<file path="src/rtl/json_uart_rx.sv">
// 8N1 UART receiver plus parser for newline-terminated JSON frames {"T":..,"L":..,"R":..}.
// Define JSON_UART_RX_TIMEOUT_EN to abort partial frames after TIMEOUT_BITS idle bit-times.
module json_uart_rx #(
  parameter int CLKS_PER_BIT = 434,
  parameter int MAX_LEN      = 32,
  parameter int TIMEOUT_BITS = 20
) (
  input  logic        clk,
  input  logic        rst_n,
  input  logic        uart_in,
  output logic [7:0]  cmd_t,
  output logic [15:0] cmd_l,
  output logic [15:0] cmd_r,
  output logic        cmd_valid,
  output logic        err,
  output logic [2:0]  err_code,
  output logic        busy
);

  localparam int CW   = $clog2(CLKS_PER_BIT);
  localparam int HALF = CLKS_PER_BIT / 2;
  localparam int LW   = $clog2(MAX_LEN + 1);

  localparam logic [7:0] CH_LBRACE = 8'h7B, CH_RBRACE = 8'h7D, CH_QUOTE = 8'h22;
  localparam logic [7:0] CH_COLON  = 8'h3A, CH_COMMA  = 8'h2C, CH_MINUS = 8'h2D;
  localparam logic [7:0] CH_DOT    = 8'h2E, CH_SPACE  = 8'h20, CH_CR    = 8'h0D;
  localparam logic [7:0] CH_LF     = 8'h0A, CH_T      = 8'h54, CH_L     = 8'h4C;
  localparam logic [7:0] CH_R      = 8'h52;

  localparam logic [2:0] E_FRAME = 3'd1, E_SYNTAX = 3'd2, E_KEY = 3'd3;
  localparam logic [2:0] E_RANGE = 3'd4, E_LEN    = 3'd5;

  typedef enum logic [1:0] {RX_IDLE, RX_START, RX_DATA, RX_STOP} rx_state_t;
  typedef enum logic [3:0] {
    WAIT_OPEN, KEY_Q1, KEY, KEY_Q2, COLON, SIGN, INT, FRAC, SEP, EOL
  } ps_t;
  typedef enum logic [1:0] {K_T, K_L, K_R} key_t;

  // ---------------- UART receiver ----------------
  logic          uart_meta, uart_sync, armed;
  rx_state_t     rx_state;
  logic [CW-1:0] rx_cnt;
  logic [2:0]    bit_idx;
  logic [7:0]    rx_byte;
  logic          rx_stb, rx_ferr;

  // NOTE: reset is sampled on the clock edge, so it lives inside the clocked branch like any other input.
  always_ff @(posedge clk) begin
    if (!rst_n) begin
      uart_meta <= 1'b0;
      uart_sync <= 1'b0;
    end else begin
      // NOTE: non-blocking so uart_sync takes the old uart_meta, giving a true two-stage chain.
      uart_meta <= uart_in;
      uart_sync <= uart_meta;
    end
  end

  always_ff @(posedge clk) begin
    if (!rst_n) begin
      rx_state <= RX_IDLE;
      armed    <= 1'b0;
      rx_cnt   <= '0;
      bit_idx  <= '0;
      rx_byte  <= '0;
      rx_stb   <= 1'b0;
      rx_ferr  <= 1'b0;
    end else begin
      rx_stb  <= 1'b0;
      rx_ferr <= 1'b0;
      unique case (rx_state)
        RX_IDLE: begin
          rx_cnt <= '0;
          // A low line only counts as a start edge once it has been seen high.
          if (uart_sync) armed <= 1'b1;
          else if (armed) rx_state <= RX_START;
        end
        RX_START: begin
          if (rx_cnt == CW'(HALF - 1)) begin
            rx_cnt   <= '0;
            bit_idx  <= '0;
            rx_state <= uart_sync ? RX_IDLE : RX_DATA;
          end else rx_cnt <= rx_cnt + 1'b1;
        end
        RX_DATA: begin
          if (rx_cnt == CW'(CLKS_PER_BIT - 1)) begin
            rx_cnt  <= '0;
            rx_byte <= {uart_sync, rx_byte[7:1]};
            bit_idx <= bit_idx + 1'b1;
            if (bit_idx == 3'd7) rx_state <= RX_STOP;
          end else rx_cnt <= rx_cnt + 1'b1;
        end
        RX_STOP: begin
          if (rx_cnt == CW'(CLKS_PER_BIT - 1)) begin
            rx_cnt   <= '0;
            rx_state <= RX_IDLE;
            if (uart_sync) rx_stb <= 1'b1;
            else begin
              rx_ferr <= 1'b1;
              armed   <= 1'b0;
            end
          end else rx_cnt <= rx_cnt + 1'b1;
        end
        default: rx_state <= RX_IDLE;
      endcase
    end
  end

  // ---------------- Frame parser ----------------
  ps_t           state;
  key_t          cur_key, byte_key;
  logic [2:0]    seen, key_mask;
  logic          neg;
  logic [9:0]    int_val;
  logic [1:0]    int_digits, frac_digits;
  logic [6:0]    frac_val, frac_scaled;
  logic [LW-1:0] byte_cnt;
  logic [7:0]    sh_t;
  logic [15:0]   sh_l, sh_r, val_q;
  logic [16:0]   mag;
  logic [3:0]    digit;
  logic          is_digit, is_ws, is_term, byte_is_key, range_bad, keys_done;
  logic          end_err, byte_err, open_frame;
  logic [2:0]    end_code, byte_code;
  ps_t           sep_next;

  always_comb begin
    // NOTE: every combinational output is defaulted first so no path can infer a latch.
    is_digit    = (rx_byte >= 8'h30) && (rx_byte <= 8'h39);
    digit       = rx_byte[3:0];
    is_ws       = (rx_byte == CH_SPACE) || (rx_byte == CH_CR);
    is_term     = is_ws || (rx_byte == CH_COMMA) || (rx_byte == CH_RBRACE);
    byte_is_key = 1'b1;
    byte_key    = K_T;
    case (rx_byte)
      CH_T:    byte_key = K_T;
      CH_L:    byte_key = K_L;
      CH_R:    byte_key = K_R;
      default: byte_is_key = 1'b0;
    endcase
    key_mask    = 3'b001 << cur_key;
    // One fraction digit is tenths, two are hundredths.
    frac_scaled = (frac_digits == 2'd1) ? 7'(frac_val * 10) : frac_val;
    mag         = 17'(int_val * 100) + 17'(frac_scaled);
    val_q       = neg ? -mag[15:0] : mag[15:0];
    range_bad   = (cur_key == K_T) ? (int_val > 10'd255) : (mag > 17'd32767);
    keys_done   = (seen | key_mask) == 3'b111;

    end_err  = 1'b0;
    end_code = E_SYNTAX;
    if (range_bad) begin
      end_err  = 1'b1;
      end_code = E_RANGE;
    end else if (rx_byte == CH_RBRACE && !keys_done) begin
      end_err  = 1'b1;
      end_code = E_KEY;
    end

    sep_next = SEP;
    if (rx_byte == CH_COMMA) sep_next = KEY_Q1;
    else if (rx_byte == CH_RBRACE) sep_next = EOL;

    byte_err  = 1'b0;
    byte_code = E_SYNTAX;
    if (state != WAIT_OPEN && byte_cnt == LW'(MAX_LEN)) begin
      byte_err  = 1'b1;
      byte_code = E_LEN;
    end else begin
      unique case (state)
        WAIT_OPEN: byte_err = 1'b0;
        KEY_Q1:    byte_err = !(is_ws || rx_byte == CH_QUOTE);
        KEY: begin
          if (!byte_is_key) byte_err = 1'b1;
          else if (seen[byte_key]) begin
            byte_err  = 1'b1;
            byte_code = E_KEY;
          end
        end
        KEY_Q2:    byte_err = (rx_byte != CH_QUOTE);
        COLON:     byte_err = !(is_ws || rx_byte == CH_COLON);
        SIGN:      byte_err = !(is_digit || (rx_byte == CH_MINUS && cur_key != K_T));
        INT: begin
          if (is_digit) byte_err = (int_digits == 2'd3);
          else if (rx_byte == CH_DOT) byte_err = (int_digits == 2'd0);
          else if (!is_term || int_digits == 2'd0) byte_err = 1'b1;
          else begin
            byte_err  = end_err;
            byte_code = end_code;
          end
        end
        FRAC: begin
          if (is_digit) byte_err = (frac_digits == 2'd2);
          else if (!is_term) byte_err = 1'b1;
          else begin
            byte_err  = end_err;
            byte_code = end_code;
          end
        end
        SEP: begin
          if (rx_byte == CH_RBRACE && seen != 3'b111) begin
            byte_err  = 1'b1;
            byte_code = E_KEY;
          end else byte_err = !is_term;
        end
        EOL:       byte_err = !(is_ws || rx_byte == CH_LF);
        default:   byte_err = 1'b1;
      endcase
    end
    // A stray '{' both reports the broken frame and opens a new one.
    open_frame = (rx_byte == CH_LBRACE) &&
                 (state == WAIT_OPEN || (byte_err && byte_code == E_SYNTAX));
  end

`ifdef JSON_UART_RX_TIMEOUT_EN
  localparam int          TO_LOAD   = TIMEOUT_BITS * CLKS_PER_BIT;
  localparam int          TW        = $clog2(TO_LOAD + 1);
  localparam logic [2:0]  E_TIMEOUT = 3'd6;
  logic [TW-1:0] to_cnt;

  always_ff @(posedge clk) begin
    if (!rst_n) to_cnt <= '0;
    else if (rx_stb) to_cnt <= TW'(TO_LOAD);
    else if (busy && to_cnt != '0) to_cnt <= to_cnt - 1'b1;
  end
`endif

  always_ff @(posedge clk) begin
    if (!rst_n) begin
      state       <= WAIT_OPEN;
      cur_key     <= K_T;
      seen        <= '0;
      neg         <= 1'b0;
      int_val     <= '0;
      int_digits  <= '0;
      frac_val    <= '0;
      frac_digits <= '0;
      byte_cnt    <= '0;
      sh_t        <= '0;
      sh_l        <= '0;
      sh_r        <= '0;
      cmd_t       <= '0;
      cmd_l       <= '0;
      cmd_r       <= '0;
      cmd_valid   <= 1'b0;
      err         <= 1'b0;
      err_code    <= '0;
      busy        <= 1'b0;
    end else begin
      cmd_valid <= 1'b0;
      err       <= 1'b0;
      if (rx_ferr) begin
        err      <= 1'b1;
        err_code <= E_FRAME;
        state    <= WAIT_OPEN;
        busy     <= 1'b0;
      end else if (rx_stb) begin
        if (open_frame) begin
          state    <= KEY_Q1;
          busy     <= 1'b1;
          seen     <= '0;
          byte_cnt <= LW'(1);
          if (byte_err) begin
            err      <= 1'b1;
            err_code <= byte_code;
          end
        end else if (byte_err) begin
          err      <= 1'b1;
          err_code <= byte_code;
          state    <= WAIT_OPEN;
          busy     <= 1'b0;
        end else if (state != WAIT_OPEN) begin
          byte_cnt <= byte_cnt + 1'b1;
          unique case (state)
            KEY_Q1: if (rx_byte == CH_QUOTE) state <= KEY;
            KEY: begin
              cur_key <= byte_key;
              state   <= KEY_Q2;
            end
            KEY_Q2: state <= COLON;
            COLON: begin
              if (rx_byte == CH_COLON) begin
                state       <= SIGN;
                neg         <= 1'b0;
                int_val     <= '0;
                int_digits  <= '0;
                frac_val    <= '0;
                frac_digits <= '0;
              end
            end
            SIGN: begin
              state <= INT;
              if (is_digit) begin
                int_val    <= 10'(digit);
                int_digits <= 2'd1;
              end else neg <= 1'b1;
            end
            INT, FRAC: begin
              if (is_digit && state == INT) begin
                int_val    <= 10'(int_val * 10 + digit);
                int_digits <= int_digits + 1'b1;
              end else if (is_digit) begin
                frac_val    <= 7'(frac_val * 10 + digit);
                frac_digits <= frac_digits + 1'b1;
              end else if (rx_byte == CH_DOT) begin
                state <= FRAC;
              end else begin
                seen  <= seen | key_mask;
                state <= sep_next;
                case (cur_key)
                  K_T:     sh_t <= int_val[7:0];
                  K_L:     sh_l <= val_q;
                  default: sh_r <= val_q;
                endcase
              end
            end
            SEP: state <= sep_next;
            EOL: begin
              if (rx_byte == CH_LF) begin
                cmd_t     <= sh_t;
                cmd_l     <= sh_l;
                cmd_r     <= sh_r;
                cmd_valid <= 1'b1;
                busy      <= 1'b0;
                state     <= WAIT_OPEN;
              end
            end
            default: state <= WAIT_OPEN;
          endcase
        end
      end
`ifdef JSON_UART_RX_TIMEOUT_EN
      else if (busy && to_cnt == '0) begin
        err      <= 1'b1;
        err_code <= E_TIMEOUT;
        state    <= WAIT_OPEN;
        busy     <= 1'b0;
      end
`endif
    end
  end

endmodule

</file>
<file path="config.mk">
export PLATFORM = sky130hd
export DESIGN_NAME = json_uart_rx
export DESIGN_NICKNAME = d
export VERILOG_FILES = /design/src/rtl/json_uart_rx.sv
export SDC_FILE = /design/constraint.sdc
export NUM_CORES = 1
export LEC_CHECK = 0
export CELL_PAD_IN_SITES_DETAIL_PLACEMENT = 1
export CELL_PAD_IN_SITES_GLOBAL_PLACEMENT = 2
export CORE_MARGIN = 2
export CORE_UTILIZATION = 40
export CTS_CLUSTER_DIAMETER = 200
export DETAILED_ROUTE_END_ITERATION = 12
export GPL_ROUTABILITY_DRIVEN = 0
export PLACE_DENSITY = 0.93
export SLEW_MARGIN = 20
export SYNTH_ARGS = -nofsm -noshare
export SYNTH_HDL_FRONTEND = slang
export SYNTH_SLANG_ARGS = --single-unit
</file>
<file path="constraint.sdc">
create_clock -name clk -period 14.11 [get_ports clk]
set_clock_uncertainty 0.1 [all_clocks]
set_input_delay 2.822 -clock clk [delete_from_list [all_inputs] [get_ports clk]]
set_output_delay 2.822 -clock clk [all_outputs]
set_load 0.01 [all_outputs]
</file>
==> metrics.md, run 1 <==
| Metric | Value |
|---|---|
| Status | complete, no violations |
| Crit path DAT | between 6 and 7 ns |
| Area of the core | 0.0228 mm^2 |
| Cell count after synthesis | 1077 |
| Root Driver | clkbuf_16 |
| CP endpoint kind | flop |
| Max-Cap Viols | 0 |
| Largest delay contributor family on the critical path | compound AO/OA/AOI/OAI gates |
| Dpl hpwl | 17300 um |
| Fin util | between 40 and 50% |
| Max VDD drop | 0.0000742 V |
| FF+latch area | 0.00300 mm^2 |
| Yosys warnings | 0 |
| Multi-input combinational cell area | roughly 0.0059 mm^2 |
| Synth area leader | dfxtp_1 |
| Met3 usage | under 10% |
| Fillers | ~2700 |
| Fmax | between 150 and 200 MHz |
| Largest cells by area after synthesis | dfxtp_1 32%, mux2i_1 10%, ha_1 10% |
| Placed Area | roughly 0.010 mm^2 |
| CP bufs+invs | 1 |
| Reg clk slew, reported paths | about 0.08 ns |
| Gr busiest metal | met2 |
| Vias per inst | roughly 5.5 |
| Row cnt | 55 |
| Synth cell types | 76 |
| Layout cells sized above 1 | around 5.7% |
| Crit-path max FO | 40 |
| Number of port buffers | between 40 and 50 |
| Via count | between 7000 and 8000 |
| Post-CTS Resized | 0 |
| Initial core utilization | roughly 41% |
| Number of global-route vias before repair | around 8000 |
| Pin count of the biggest net entering global routing | 70 |
| CTS Buffer Depth | 2 |
| Final hold violation count | 0 |
| Worst Setup SP | int_val[2] |
| Cell chain of the critical path | ha_1, ha_1, fa_1, ha_1, a211oi_1, o2111ai_1, a211oi_4, nand4_2, nor3b_2, o211a_1, o211ai_4, a2111oi_4, buf_4, mux2i_1, nor2_1 |
| Pwr/cell area | about 85 mW/mm^2 |
| Hold WS | 0.348 ns |
| Die Ht | between 150 and 200 um |
| Met2 Use GR | approximately a third |
| Ports | slightly below 50 |
| Synth top cells by count | 154 x nor2_1, 150 x dfxtp_1, 94 x mux2i_1 |
| Finish-stage setup viols | 0 |
| Mapped Nets | between 1000 and 1500 |
| Area of the mapped netlist | around 0.0093 mm^2 |
| Critical path type | flop to flop |
| Hold Crit Class | flop to flop |
| Most used cell, CP | ha_1 |
| Drt total wl | ~25000 um |
| Post-synth EDFFs | 0 |
| Crit path required time | about 14 ns |
| Initial antenna violation count | 0 |
| Worst-margin pin slew | 1.03 ns |
| Finished Layout Cells | 1423 |
| Die area | 0.0245 mm^2 |
| RSZ-0062 raised after global routing | false |
| Pins Over Slew Limit | 0 |
| GR met1 Demand/Resource | 27.8% |
| Critical path's largest stage delay | between 0.6 and 0.7 ns |
| Total gr overflow | 0 |
| Mean Syn Cell Area | 8.65 um^2 |
| Quantity of hold-fixing buffers added after cts | 0 |
| Register area share after synthesis | about a third |
| Die X-Extent | approximately 160 um |
| Nets | about 1200 |
| Launch point of the worst reg-to-reg path | int_val[2] |
| Yosys reg bits | 150 |
| Antenna Nets Post-Route | 0 |
| Top-area cell type share of the netlist area | between 30% and 40% |
| Skew-Pair Late Insertion Delay | roughly 0.44 ns |
| Avg WL per Cell | 17.3 um |
| Residual DRC | 0 |
| GRT Overall Usage | between 20% and 30% |
| TritonCTS buffer count | 17 |
| ANT cells | 0 |
| Placed Cells | ~1400 |
| Design Area, Final | around 0.011 mm^2 |
| Synth async-reset ratio | 0% |
| CP startpoint kind | flop |
| Global-route wire length before repair | roughly 40000 um |
| Min-delay src | uart_meta |
| Post CTS Setup Buffer Count | 0 |
| Num Clock Sinks | 150 |
| Slowest stage cell, crit path | buf_4 |
| Drt initial violations | 418 |
| Layout area overhead | 14.2% |
| Tmin final | roughly 6.0 ns |
| DR pass1 iterations | 4 |
| Rel. slew slack | 31.0% |
| TritonCTS clock tree | done |
| Setup TNS | 0 ns |
| Most used DFF post-synth | dfxtp_1 |
| Fin crit share | 42.6% |
| Leak Pwr | between 4 and 5 nW |
| H-tree levels | 4 |
| Most common cell in the netlist | nor2_1 |
-- final cells by class --
class / count / share of cell area (%)
flip-flops and latches: 150 / 28.2
repair buffers: 55 / 5.08
clock inverters: 15 / 1.69
clock buffers: 17 / 4.00
inverters: 49 / 1.74
multi-input cells: 824 / 55.6
well taps: 313 / 3.68
-- layer usage --
| metal | up-vias | wire length [um] |
|---|---|---|
| met2 | 89 | 11500 |
| met4 | 0 | 374 |
| met5 | - | 0 |
| met3 | 28 | 510 |
| li1 | 3830 | - |
| met1 | 3854 | 12200 |
-- final timing paths --
| kind | endpoint | depth (start not counted) | slack (ns) |
|---|---|---|---|
| worst max-delay path | cmd_l[15] | 15 | 8.09 |
| worst min-delay path | uart_sync | 1 | 0.35 |
| worst max register to register | cmd_l[15] | 15 | 8.09 |
| worst min register to register | uart_sync | 1 | 0.35 |
-- metrics by stage --
step                      total power, mW  worst slack, ns
after floorplan                     0.444             9.28
after global placement              0.447             7.79
after detailed placement            0.447             7.70
after CTS                           0.912             8.13
after global routing                0.931             7.75
final                               0.904             8.09
-- cell usage in the layout (no fill, tap or decap), types with 36 or more instances in the layout --
master	count
ha_1	75
mux2i_1	94
xnor2_1	36
clkdlybuf4s50_1	48
nand3_1	36
nor2_1	154
a21oi_1	54
nand2_1	73
inv_1	48
dfxtp_1	150
o21ai_0	37
-- worst reg2reg max path, cell delays in order (launching register included) --
cell       delay (ns)
dfxtp_1          0.54
ha_1             0.31
ha_1             0.33
fa_1             0.47
ha_1             0.28
a211oi_1         0.61
o2111ai_1        0.33
a211oi_4         0.41
nand4_2          0.19
nor3b_2          0.32
o211a_1          0.25
o211ai_4         0.26
a2111oi_4        0.45
buf_4            0.64
mux2i_1          0.31
nor2_1           0.07
-- cell families after synthesis --
kind of cell	count (synthesis)	share of synthesized area [%]
flops	150	32.2
simple gates	390	20.3
buf+inv	103	4.65
mux	99	10.7
fa+ha+maj	86	12.3
xor+xnor	63	6.00
compound gates	186	13.8
-- sequential cells by signal (all words and copies together) (netlist names), 4 cells and up, named ones only --
| name | flops |
|---|---|
| cmd_l | 16 |
| cmd_r | 16 |
| sh_l | 16 |
| sh_r | 16 |
| int_val | 10 |
| rx_cnt | 9 |
| cmd_t | 8 |
| rx_byte | 8 |
| sh_t | 8 |
| frac_val | 7 |
| byte_cnt | 6 |
| state | 4 |
-- where the power goes --
part / switching (mW) / leakage, nW / internal (mW)
registers: 0.00133 / 1.21 / 0.424
logic: 0.00896 / 2.61 / 0.00260
clock network: 0.228 / 0.292 / 0.240
Power figures use the tool's default switching activity.
==> run 2, diff against run 1 <==
- CORE_UTILIZATION: 40 -> 34
- PLACE_DENSITY: 0.93 -> 0.85
- clock period: 14.11 -> 5.1 ns (I/O delays scaled with it)
==> run 2 against run 1 <==
Hold slack got worse by 0.011 ns. Final area rose by 6.6%. Non-clock buffer count rose by 55. Sequential share of layout area fell by 1.7 points. Sequential power rose to 2.8 times the previous value. Total power rose to 2.8 times the previous value. Highest routed layer unchanged. Core utilization fell by 4.6 points. Global-route usage fell by 2.0 points. Die area rose by 17%. Clock power rose to 2.8 times the previous value. Combinational power rose to 2.9 times the previous value.
==> metrics.md, run 2 (synthesis results as in run 1) <==
| Metric | Value |
|---|---|
| DR pass1 iterations | 4 (unchanged) |
| Row cnt | 60 (was 55) |
| Slowest stage cell, crit path | or4b_4 (was buf_4) |
| Critical path type | flop to flop (unchanged) |
| Dpl hpwl | 18800 um (was 17300 um) |
| Setup WS post-layout | 0.0891 ns (was 8.09 ns) |
| Post-place setup slack | -0.0316 ns (was 7.70 ns) |
| Layout cells sized above 1 | 11.8% (was 5.68%) |
| Leak Pwr | 4.45 nW (was 4.11 nW) |
| CTS Buffer Depth | 2 (unchanged) |
| Rel. slew slack | 37.6% (was 31.0%) |
| GRT Overall Usage | 18.5% (was 20.5%) |
| Worst Setup SP | int_val[3] (was int_val[2]) |
| Drt total wl | 26600 um (was 24600 um) |
| Global-route wire length before repair | 42800 um (was 40700 um) |
| Area of the core | 0.0270 mm^2 (was 0.0228 mm^2) |
| Tot Pwr | 2.53 mW (was 0.904 mW) |
| Design Area, Final | 0.0113 mm^2 (was 0.0106 mm^2) |
| TritonCTS buffer count | 17 (unchanged) |
| Cells on worst reg2reg path | 18 (was 15) |
| Placed Cells | 1456 (was 1389) |
| Die area | 0.0287 mm^2 (was 0.0245 mm^2) |
| Worst-margin pin slew | 0.926 ns (was 1.03 ns) |
| Finished Layout Cells | 1506 (was 1423) |
| Hold Crit Class | flop to flop (unchanged) |
| Max VDD drop | 0.000209 V (was 0.0000742 V) |
| Pins Over Slew Limit | 0 (unchanged) |
| Drt initial violations | 444 (was 418) |
| Critical path's largest stage delay | 0.54 ns (was 0.64 ns) |
| Ports | 49 (unchanged) |
| FF+latch area | 0.00301 mm^2 (was 0.00300 mm^2) |
| Cell depth of the worst setup path | 18 (was 15) |
| Worst R2R End | cmd_r[8] (was cmd_l[15]) |
| Fillers | 3090 (was 2666) |
| Final hold violation count | 0 (unchanged) |
| H-tree levels | 4 (unchanged) |
| Die X-Extent | 170 um (was 157 um) |
| Tmin final | 5.01 ns (was 6.02 ns) |
| Die Ht | 170 um (was 157 um) |
| Root Driver | clkbuf_16 (unchanged) |
| Critical Path End | cmd_r[8] (was cmd_l[15]) |
| Max-Cap Viols | 0 (unchanged) |
| Via count | 8020 (was 7801) |
| Initial antenna violation count | 0 (unchanged) |
| Fmax | 200 MHz (was 166 MHz) |
| Total gr overflow | 0 (unchanged) |
| Vias per inst | 5.33 (was 5.48) |
| Initial core utilization | 34.6% (was 40.9%) |
| TritonCTS clock tree | done (unchanged) |
| Avg WL per Cell | 17.6 um (was 17.3 um) |
| Crit path required time | 5.30 ns (was 14.30 ns) |
| Residual DRC | 0 (unchanged) |
| CP bufs+invs | 4 (was 1) |
| Pin count of the biggest net entering global routing | 70 (unchanged) |
| Num Clock Sinks | 150 (unchanged) |
| Multi-input combinational cell area | 0.00602 mm^2 (was 0.00591 mm^2) |
| Skew-Pair Late Insertion Delay | 0.44 ns (about the same) |
| Cell chain of the critical path | ha_4, ha_1, inv_1, fa_1, inv_1, ha_1, nand2b_1, or4b_4, a211oi_4, nand4_2, nor3b_4, o211a_1, o211ai_4, a2111oi_4, buf_6, clkbuf_16, mux2i_1, nor2_1 (was ha_1, ha_1, fa_1, ha_1, a211oi_1, o2111ai_1, a211oi_4, nand4_2, nor3b_2, o211a_1, o211ai_4, a2111oi_4, buf_4, mux2i_1, nor2_1) |
| Nets | 1240 (was 1185) |
| Layout area overhead | 21.7% (was 14.2%) |
| Pwr/cell area | 223 mW/mm^2 (was 85.0 mW/mm^2) |
| Quantity of hold-fixing buffers added after cts | 0 (unchanged) |
| Status | complete, no violations (unchanged) |
| Placed Area | 0.0104 mm^2 (was 0.0100 mm^2) |
| Commonest non-fill, non-tap cell in the layout | nor2_1 (unchanged) |
| Number of global-route vias before repair | 8238 (was 7986) |
| Launch point of the worst reg-to-reg path | int_val[3] (was int_val[2]) |
| Number of port buffers | 48 (unchanged) |
| Fin crit share | 98.3% (was 42.6%) |
| CP endpoint kind | flop (unchanged) |
| Reg clk slew, reported paths | 0.07 ns (was 0.08 ns) |
| CP startpoint kind | flop (unchanged) |
| Reg2Reg Setup Slack | 0.09 ns (was 8.09 ns) |
| Crit path DAT | 5.21 ns (was 6.21 ns) |
| Crit-path max FO | 8 (was 40) |
| Finish-stage setup viols | 0 (unchanged) |
| Largest delay contributor family on the critical path | adder cells (was compound AO/OA/AOI/OAI gates) |
| Most frequent cells in the layout | 154 x nor2_1, 145 x dfxtp_1, 93 x mux2i_1 (was 154 x nor2_1, 150 x dfxtp_1, 94 x mux2i_1) |
| Antenna Nets Post-Route | 0 (unchanged) |
| ANT cells | 0 (unchanged) |
run 2: cell types whose count changed in the layout (fill, tap and decap cells not counted), moves of 3 or more:
cell	before	now
a21oi_2	0	3
a21oi_1	54	51
clkbuf_16	17	20
dfxtp_1	150	145
buf_12	0	3
ha_1	75	70
ha_4	0	3
buf_4	5	51
dfxtp_2	0	3
run 2: through the flow:
stage,hold WS [ns],util (%),TNS [ns]
final,0.337,42.1,0
after global routing,0.379,42.1,-3.58
after CTS,0.340,40.9,0
after detailed placement,0.327,38.5,-0.0324
after global placement,0.318,38.5,0
after floorplan,0.312,-,0
run 2: routing by layer:
metal	vias to the layer above	track usage, %	wire length, um	share of wire (%)
li1	3953	-	-	-
met1	3954	24.9	13100	49
met2	89	31.0	12600	47
met3	24	2.85	542	2.0
met4	0	4.61	371	1.4
met5	-	0	0	0
run 2: worst min-delay path by stage:
stage | startpoint | endpoint | slack (ns) | cells after the start
floorplan | uart_meta | uart_sync | 0.31 | 1
global placement | uart_meta | uart_sync | 0.32 | 1
detailed placement | uart_meta | uart_sync | 0.33 | 1
CTS | uart_meta | uart_sync | 0.34 | 1
global route | bit_idx[2] | bit_idx[2] | 0.38 | 2
finish | uart_meta | uart_sync | 0.34 | 1
run 2: cell type report:
type	count	area share, %
Sequential cell	150	26.6
Tap cell	341	3.76
Clock inverter	15	1.69
Multi-Input combinational cell	824	53.1
Inverter	49	1.63
Clock buffer	17	3.75
Timing Repair Buffer	110	9.51
run 2: where the power goes:
part           internal (mW)  switching [mW]  total, mW
clock                  0.675           0.642       1.32
sequential              1.17         0.00371       1.18
combinational        0.00821          0.0258     0.0340
run 2: repair_timing:
| item | CTS | global route |
|---|---|---|
| endpoints found under the hold margin | 0 | 0 |
| pin swaps | 2 | 11 |
| cloned | 1 | 4 |
| setup buffers | 1 | 13 |
| endpoints found under the setup margin | 41 | 120 |
| resized for setup | 2 | 32 |
run 2: worst reg2reg max path: stages (launching register included):
cell and delay (ns):
dfxtp_4 0.38, ha_4 0.23, ha_1 0.27, inv_1 0.06, fa_1 0.53, inv_1 0.06
ha_1 0.28, nand2b_1 0.15, or4b_4 0.54, a211oi_4 0.34, nand4_2 0.18, nor3b_4 0.29
o211a_1 0.23, o211ai_4 0.15, a2111oi_4 0.40, buf_6 0.23, clkbuf_16 0.20, mux2i_1 0.20
nor2_1 0.05
